File: config.mk
export PLATFORM = sky130hd
export DESIGN_NAME = exe_stage_unit
export DESIGN_NICKNAME = d
export VERILOG_FILES = /design/src/rtl/exe_stage_unit.sv
export SDC_FILE = /design/constraint.sdc
export NUM_CORES = 1
export LEC_CHECK = 0
export ABC_AREA = 1
export CAP_MARGIN = 20
export CORE_MARGIN = 1.5
export CORE_UTILIZATION = 46
export DETAILED_ROUTE_END_ITERATION = 16
export MAX_ROUTING_LAYER = met4
export PLACE_DENSITY = 0.78
export SLEW_MARGIN = 20
export SYNTH_ARGS = -nofsm -noshare
export SYNTH_HDL_FRONTEND = slang
export SYNTH_SLANG_ARGS = --single-unit
File: constraint.sdc
create_clock -name clk -period 3.75 [get_ports clk]
set_clock_uncertainty 0.2 [all_clocks]
set_input_delay 0.5625 -clock clk [delete_from_list [all_inputs] [get_ports clk]]
set_output_delay 0.5625 -clock clk [all_outputs]
set_load 0.02 [all_outputs]
File: src/rtl/exe_stage_unit.sv
// Execute stage: ALU with NZCV status register, branch target computation and
// the EXE/MEM pipeline register, with freeze (stall) and flush (bubble) control.
module exe_stage_unit #(
   parameter int DATA_W = 32,
   parameter int REG_W  = 4
) (
   input  logic              clk,
   input  logic              rst_n,
   input  logic              freeze,
   input  logic              flush,
   input  logic              in_valid,
   input  logic [3:0]        exe_cmd,
   input  logic              mem_r_en_in,
   input  logic              mem_w_en_in,
   input  logic              wb_en_in,
   input  logic              s_in,
   input  logic              b_in,
   input  logic [DATA_W-1:0] val_rn,
   input  logic [DATA_W-1:0] val2,
   input  logic [DATA_W-1:0] val_rm,
   input  logic [REG_W-1:0]  dest_in,
   input  logic [DATA_W-1:0] pc_in,
   input  logic [23:0]       imm24,
   output logic [DATA_W-1:0] alu_result,
   output logic [DATA_W-1:0] st_data,
   output logic [REG_W-1:0]  dest,
   output logic              mem_r_en,
   output logic              mem_w_en,
   output logic              wb_en,
   output logic              br_taken,
   output logic [DATA_W-1:0] br_addr,
   output logic [3:0]        nzcv
);

   localparam int EXT_W = DATA_W - 26;

   localparam logic [3:0] CMD_MOV = 4'b0001;
   localparam logic [3:0] CMD_ADD = 4'b0010;
   localparam logic [3:0] CMD_ADC = 4'b0011;
   localparam logic [3:0] CMD_SUB = 4'b0100;
   localparam logic [3:0] CMD_SBC = 4'b0101;
   localparam logic [3:0] CMD_AND = 4'b0110;
   localparam logic [3:0] CMD_ORR = 4'b0111;
   localparam logic [3:0] CMD_EOR = 4'b1000;
   localparam logic [3:0] CMD_MVN = 4'b1001;

   logic [DATA_W-1:0] res;
   logic [DATA_W:0]   sum;
   logic [DATA_W-1:0] b_op;
   logic              cin;
   logic              is_arith;
   logic              is_sub;
   logic              c_new;
   logic              v_new;
   logic [3:0]        nzcv_new;
   logic [DATA_W-1:0] br_target;

   // Subtraction is rn + ~val2 + cin, so the carry out is directly NOT borrow.
   assign b_op = is_sub ? ~val2 : val2;
   assign sum  = {1'b0, val_rn} + {1'b0, b_op} + {{DATA_W{1'b0}}, cin};

   always_comb begin
      res      = '0;
      cin      = 1'b0;
      is_arith = 1'b0;
      is_sub   = 1'b0;
      case (exe_cmd)
         CMD_MOV: res = val2;
         CMD_MVN: res = ~val2;
         CMD_ADD: begin is_arith = 1'b1; res = sum[DATA_W-1:0]; end
         CMD_ADC: begin is_arith = 1'b1; cin = nzcv[1]; res = sum[DATA_W-1:0]; end
         CMD_SUB: begin is_arith = 1'b1; is_sub = 1'b1; cin = 1'b1; res = sum[DATA_W-1:0]; end
         CMD_SBC: begin is_arith = 1'b1; is_sub = 1'b1; cin = nzcv[1]; res = sum[DATA_W-1:0]; end
         CMD_AND: res = val_rn & val2;
         CMD_ORR: res = val_rn | val2;
         CMD_EOR: res = val_rn ^ val2;
         default: res = '0;
      endcase
   end

   always_comb begin
      c_new = nzcv[1];
      v_new = nzcv[0];
      if (is_arith) begin
         c_new = sum[DATA_W];
         if (is_sub)
            v_new = (val_rn[DATA_W-1] != val2[DATA_W-1]) && (res[DATA_W-1] != val_rn[DATA_W-1]);
         else
            v_new = (val_rn[DATA_W-1] == val2[DATA_W-1]) && (res[DATA_W-1] != val_rn[DATA_W-1]);
      end
      nzcv_new = {res[DATA_W-1], (res == '0), c_new, v_new};
   end

   assign br_target = pc_in + {{EXT_W{imm24[23]}}, imm24, 2'b00};

   // in_valid=0 acts as a bubble at load time; a held freeze keeps the stage intact.
   always_ff @(posedge clk) begin
      if (!rst_n) begin
         alu_result <= '0;
         st_data    <= '0;
         dest       <= '0;
         mem_r_en   <= 1'b0;
         mem_w_en   <= 1'b0;
         wb_en      <= 1'b0;
         br_taken   <= 1'b0;
         br_addr    <= '0;
         nzcv       <= '0;
      end else if (flush || (!freeze && !in_valid)) begin
         alu_result <= '0;
         st_data    <= '0;
         dest       <= '0;
         mem_r_en   <= 1'b0;
         mem_w_en   <= 1'b0;
         wb_en      <= 1'b0;
         br_taken   <= 1'b0;
         br_addr    <= '0;
      end else if (!freeze) begin
         if (b_in) begin
            alu_result <= '0;
            st_data    <= '0;
            dest       <= '0;
            mem_r_en   <= 1'b0;
            mem_w_en   <= 1'b0;
            wb_en      <= 1'b0;
            br_taken   <= 1'b1;
            br_addr    <= br_target;
         end else begin
            alu_result <= res;
            st_data    <= val_rm;
            dest       <= dest_in;
            mem_r_en   <= mem_r_en_in;
            mem_w_en   <= mem_w_en_in;
            wb_en      <= wb_en_in;
            br_taken   <= 1'b0;
            br_addr    <= '0;
            if (s_in)
               nzcv <= nzcv_new;
         end
      end
   end

endmodule

==> impl_metrics.csv, run 1 <==
group,metric,value,unit
clock_tree,cts_hold_buffers,0,
global_route,use_met1,44.2,%
finish,n_fill_cell,2120,
worst_setup_path,critPathArrivalTime,3.67,ns
worst_setup_path,crit_slowest_cell,"clkdlybuf4s50_1",
yosys,synth.distinct_cells,45,
yosys,syn_inst,1775,
timing,tightest_slew,0.764,ns
clock_tree,h-tree-depth,3,
yosys,synth_area_leader_cell,"dfxtp_1",
route,final_antenna_net_count,0,
route,dr.pass1.iters,6,
yosys,synth_area_leaders,"dfxtp_1 (20%), nand2_1 (18%), ha_1 (14%)",
route,vias_per_cell,5.17,
placement,dp_slack,-0.561,ns
worst_setup_path,crit_type,"input port to flip-flop",
yosys,ys_seq_area_share,20.1,%
yosys,synth_area,0.0108,sq mm
worst_setup_path,crit_end,"nzcv[2]",
global_route,gr-usage-met2,52.2,%
floorplanning,core,0.0228,sq mm
worst_setup_path,path_common_cell,"nand3_1",
yosys,syn_nets,2072,
floorplanning,die_h,156,um
clock_tree,clock_sinks,108,
floorplanning,die-area,0.0243,sq mm
timing,period_share,95.6,%
pwr,total_power,0.00391,W
pwr,power.share.combinational,45.3,%
global_route,grt_pass1_wl,62000,um
timing,max_freq,279,MHz
global_route,grt_max_degree,105,
yosys,synth.avg_cell_area,6.06,sq um
floorplanning,rows,55,
pwr,clkPwrFrac,24.5,%
worst_setup_path,crit-reg2reg-capture,"nzcv[2]",
clock_tree,clockBufferDepth,2,
pwr,p_leak,7.44,nW
placement,gp_congestion,0.975,
worst_setup_path,max_stage_delay,0.55,ns
pwr,power_density,255,mW/mm^2
min_path,hp-class,"flip-flop to flip-flop",
timing,worst_slack,0.165,ns
worst_setup_path,crit_path_end_kind,"flip-flop",
worst_setup_path,crit_chain,"clkdlybuf4s50_1 > nor2_2 > a32o_1 > fa_2 > inv_2 > fa_2 > inv_1 > nand3_1 > nand3_2 > buf_4 > or2_2 > nand3_1 > nand2_1 > nor2_1 > nand3_1 > nor2_1 > nand3_1 > nor2_2 > nand3_1 > a21oi_1",
route,drc,0,
timing,drv_slew,0,
route,dr_total_vias,12834,
finish,final_nets,2458,
pwr,switching_share,37.9,%
timing,slew-limit-headroom,48.9,%
clock_tree,numCtsBuffers,9,
global_route,global_route.usage.met3,6.25,%
yosys,synth.top_cell.area_share,20.1,%
global_route,track_usage,33.4,%
worst_setup_path,r2r_cells,18,
worst_setup_path,worst-path-buf-inv,4,
finish,drive_above_1_share,10.3,%
pwr,seq_power_share,30.2,%
placement,port-buffer-count,277,
finish,syn_to_final_growth,42.5,%
yosys,async_flop_share,0,%
global_route,busiest_layer,"met2",
clock_tree,cts.clk_slew.worst_paths,0.08,ns
worst_setup_path,cp.required,3.83,ns
global_route,first_global_vias,11881,
timing,setup_violations,0,
clock_tree,ctsRootBufferMaster,"clkbuf_16",
floorplanning,io_pins,278,
timing,setup_tns,0,ns
yosys,synth-seq-cells,108,
clock_tree,cts_tree,"yes",
worst_setup_path,cp-startpoint,"exe_cmd[0]",
worst_setup_path,cp_num_cells,20,
yosys,synth-warning-count,0,
route,avgRoutedWirePerCell,16.4,um
status,status,"completed",
route,wl,40600,um
clock_tree,clk_latency,0.35,ns
floorplanning,die_x,156,um
worst_setup_path,start_kind,"input port",
pwr,vdd_ir_drop_max,0.230,mV
yosys,synth_top_flop_cell,"dfxtp_1",
yosys,synth_edf_count,0,
flow_run,maxCapViolCount,0,
timing,holdWs,0.265,ns
global_route,grt_overflow,0,
pwr,p_int,0.00242,W
worst_setup_path,path_delay_family,"simple AND/OR/NAND/NOR gates",
floorplanning,start_util,47.2,%
placement,dp_hpwl,32800,um
pwr,netSwitchingPower,0.00148,W
timing,hold_viol,0,
route,drtIter0Drc,911,
timing,fin_crit,3.58,ns
worst_setup_path,ff2ff_setup_slack,0.58,ns
global_route,antenna_found_initial,2,
worst_setup_path,reg2reg_from,"nzcv[1]",
worst_setup_path,critPathMaxFanout,4,
## how the worst min path moves through the flow
stage                      from           to  slack, ns  cells after the start
finish              br_addr[19]  br_addr[19]       0.27                      2
global route        br_addr[19]  br_addr[19]       0.28                      2
CTS                 br_addr[18]  br_addr[18]       0.27                      2
detailed placement  br_addr[18]  br_addr[18]       0.26                      2
global placement    br_addr[30]  br_addr[30]       0.25                      2
floorplan           br_addr[30]  br_addr[30]       0.33                      2
## metal layers
layer / routed length, um / vias up
li1: - / 6480
met1: 18400 / 5832
met2: 17900 / 457
met3: 3120 / 65
met4: 1170 / 0
met5: 0 / -
## Yosys cell counts, types with 2 or more instances
library cell,number
a211oi_1,15
a21boi_0,18
a21o_1,3
a21oi_1,101
a221oi_1,2
a22oi_1,43
a31oi_1,7
a32o_1,3
and2_1,4
buf_1,6
buf_2,10
buf_4,4
buf_6,2
clkbuf_1,36
dfxtp_1,108
fa_1,3
ha_1,124
inv_1,273
inv_2,8
nand2_1,518
nand2_2,6
nand3_1,122
nand3b_1,10
nand4_1,19
nor2_1,164
nor3_1,14
nor3b_1,2
nor4_1,2
o211ai_1,5
o21ai_0,72
o21ai_1,8
o21ai_2,2
o21bai_1,8
o22ai_1,3
or2_2,7
xor2_1,34
## registers in the layout (all words and copies together) (netlist names), 4 cells and up
| signal | cells |
|---|---|
| dest | 4 |
| nzcv | 4 |
| br_addr | 32 |
| alu_result | 32 |
| st_data | 32 |
## layout make-up
cell class              instances  area (sq um)  area share [%]
flip-flops and latches        108          2160            14.1
inverters                     281          1050            6.88
well taps                     313           392            2.55
diodes                          2          5.00          0.0326
multi-input cells            1328          7410            48.3
clock buffers                   9           225            1.47
clock inverters                 7          80.1           0.522
repair buffers                433          4000            26.1
## kinds of logic (layout without fill, tap and decap cells)
logic type | after synthesis | in the layout | share of synthesized area (%)
buf+inv | 339 | 730 | 12.2
xor+xnor | 35 | 35 | 2.85
fa+ha+maj | 127 | 127 | 15.0
other cells | 0 | 2 | 0
compound gates | 295 | 295 | 16.5
simple gates | 871 | 871 | 33.4
flops | 108 | 108 | 20.1
## layout by cell type, fill, tap and decap left out, drive strengths merged
cell type and instances:
clkbuf 10, a32o 3, ha 124, buf 156
and2 4, xnor2 1, a211o 1, o21bai 8
o22ai 3, nor2 166, nor3 15, clkinv 4
dfxtp 108, a221oi 2, nor4 2, clkdlybuf4s50 273
a31oi 8, o21ai 82, a22oi 43, or2 7
nand2 524, a2111oi 1, xor2 34, clkinvlp 1
diode 2, dlymetal6s2s 3, a21boi 19, inv 283
o21a 1, o211ai 5, a21o 3, a211oi 15
nor3b 2, nand3b 10, fa 3, nand4 19
nand3 122, a21oi 101
## tightest hold or removal path, delay by kind of cell (launching register included)
family / cells / cell delay [ns]
flip-flops: 1 / 0.31
AND/OR/NAND/NOR: 1 / 0.06
AO/OA/AOI/OAI: 1 / 0.05
## power groups by stage
stage | clock network [W] | logic [W] | registers, W
4_1_cts | 0.000978 | 0.00172 | 0.00118
2_1_floorplan | 0 | 0.000889 | 0.00123
3_3_place_gp | 0 | 0.00169 | 0.00120
3_5_place_dp | 0 | 0.00171 | 0.00120
5_1_grt | 0.00102 | 0.00195 | 0.00118
6_report | 0.000959 | 0.00177 | 0.00118
## repair_timing
item,4_1_cts,5_1_grt
pin swaps,1,6
hold endpoints to repair,0,0
buffers inserted,0,4
gates resized for setup,5,23
gates cloned,0,1
setup endpoints to repair,4,9
## stage by stage
stage | area, sq um | utilization [%] | instances
2_1_floorplan | 10800 | - | 1775
3_3_place_gp | 14800 | 65.2 | 2458
3_5_place_dp | 14800 | 65.2 | 2458
4_1_cts | 15200 | 66.7 | 2474
5_1_grt | 15300 | 67.3 | 2481
6_report | 15300 | 67.3 | 2481
Note: power is estimated with default switching activity, not from simulation.
==> run 2: changes to the inputs <==
- SLEW_MARGIN: 20 -> 40
==> results of run 2 <==
The final DEF is identical to that of run 1; final timing and power are the same.
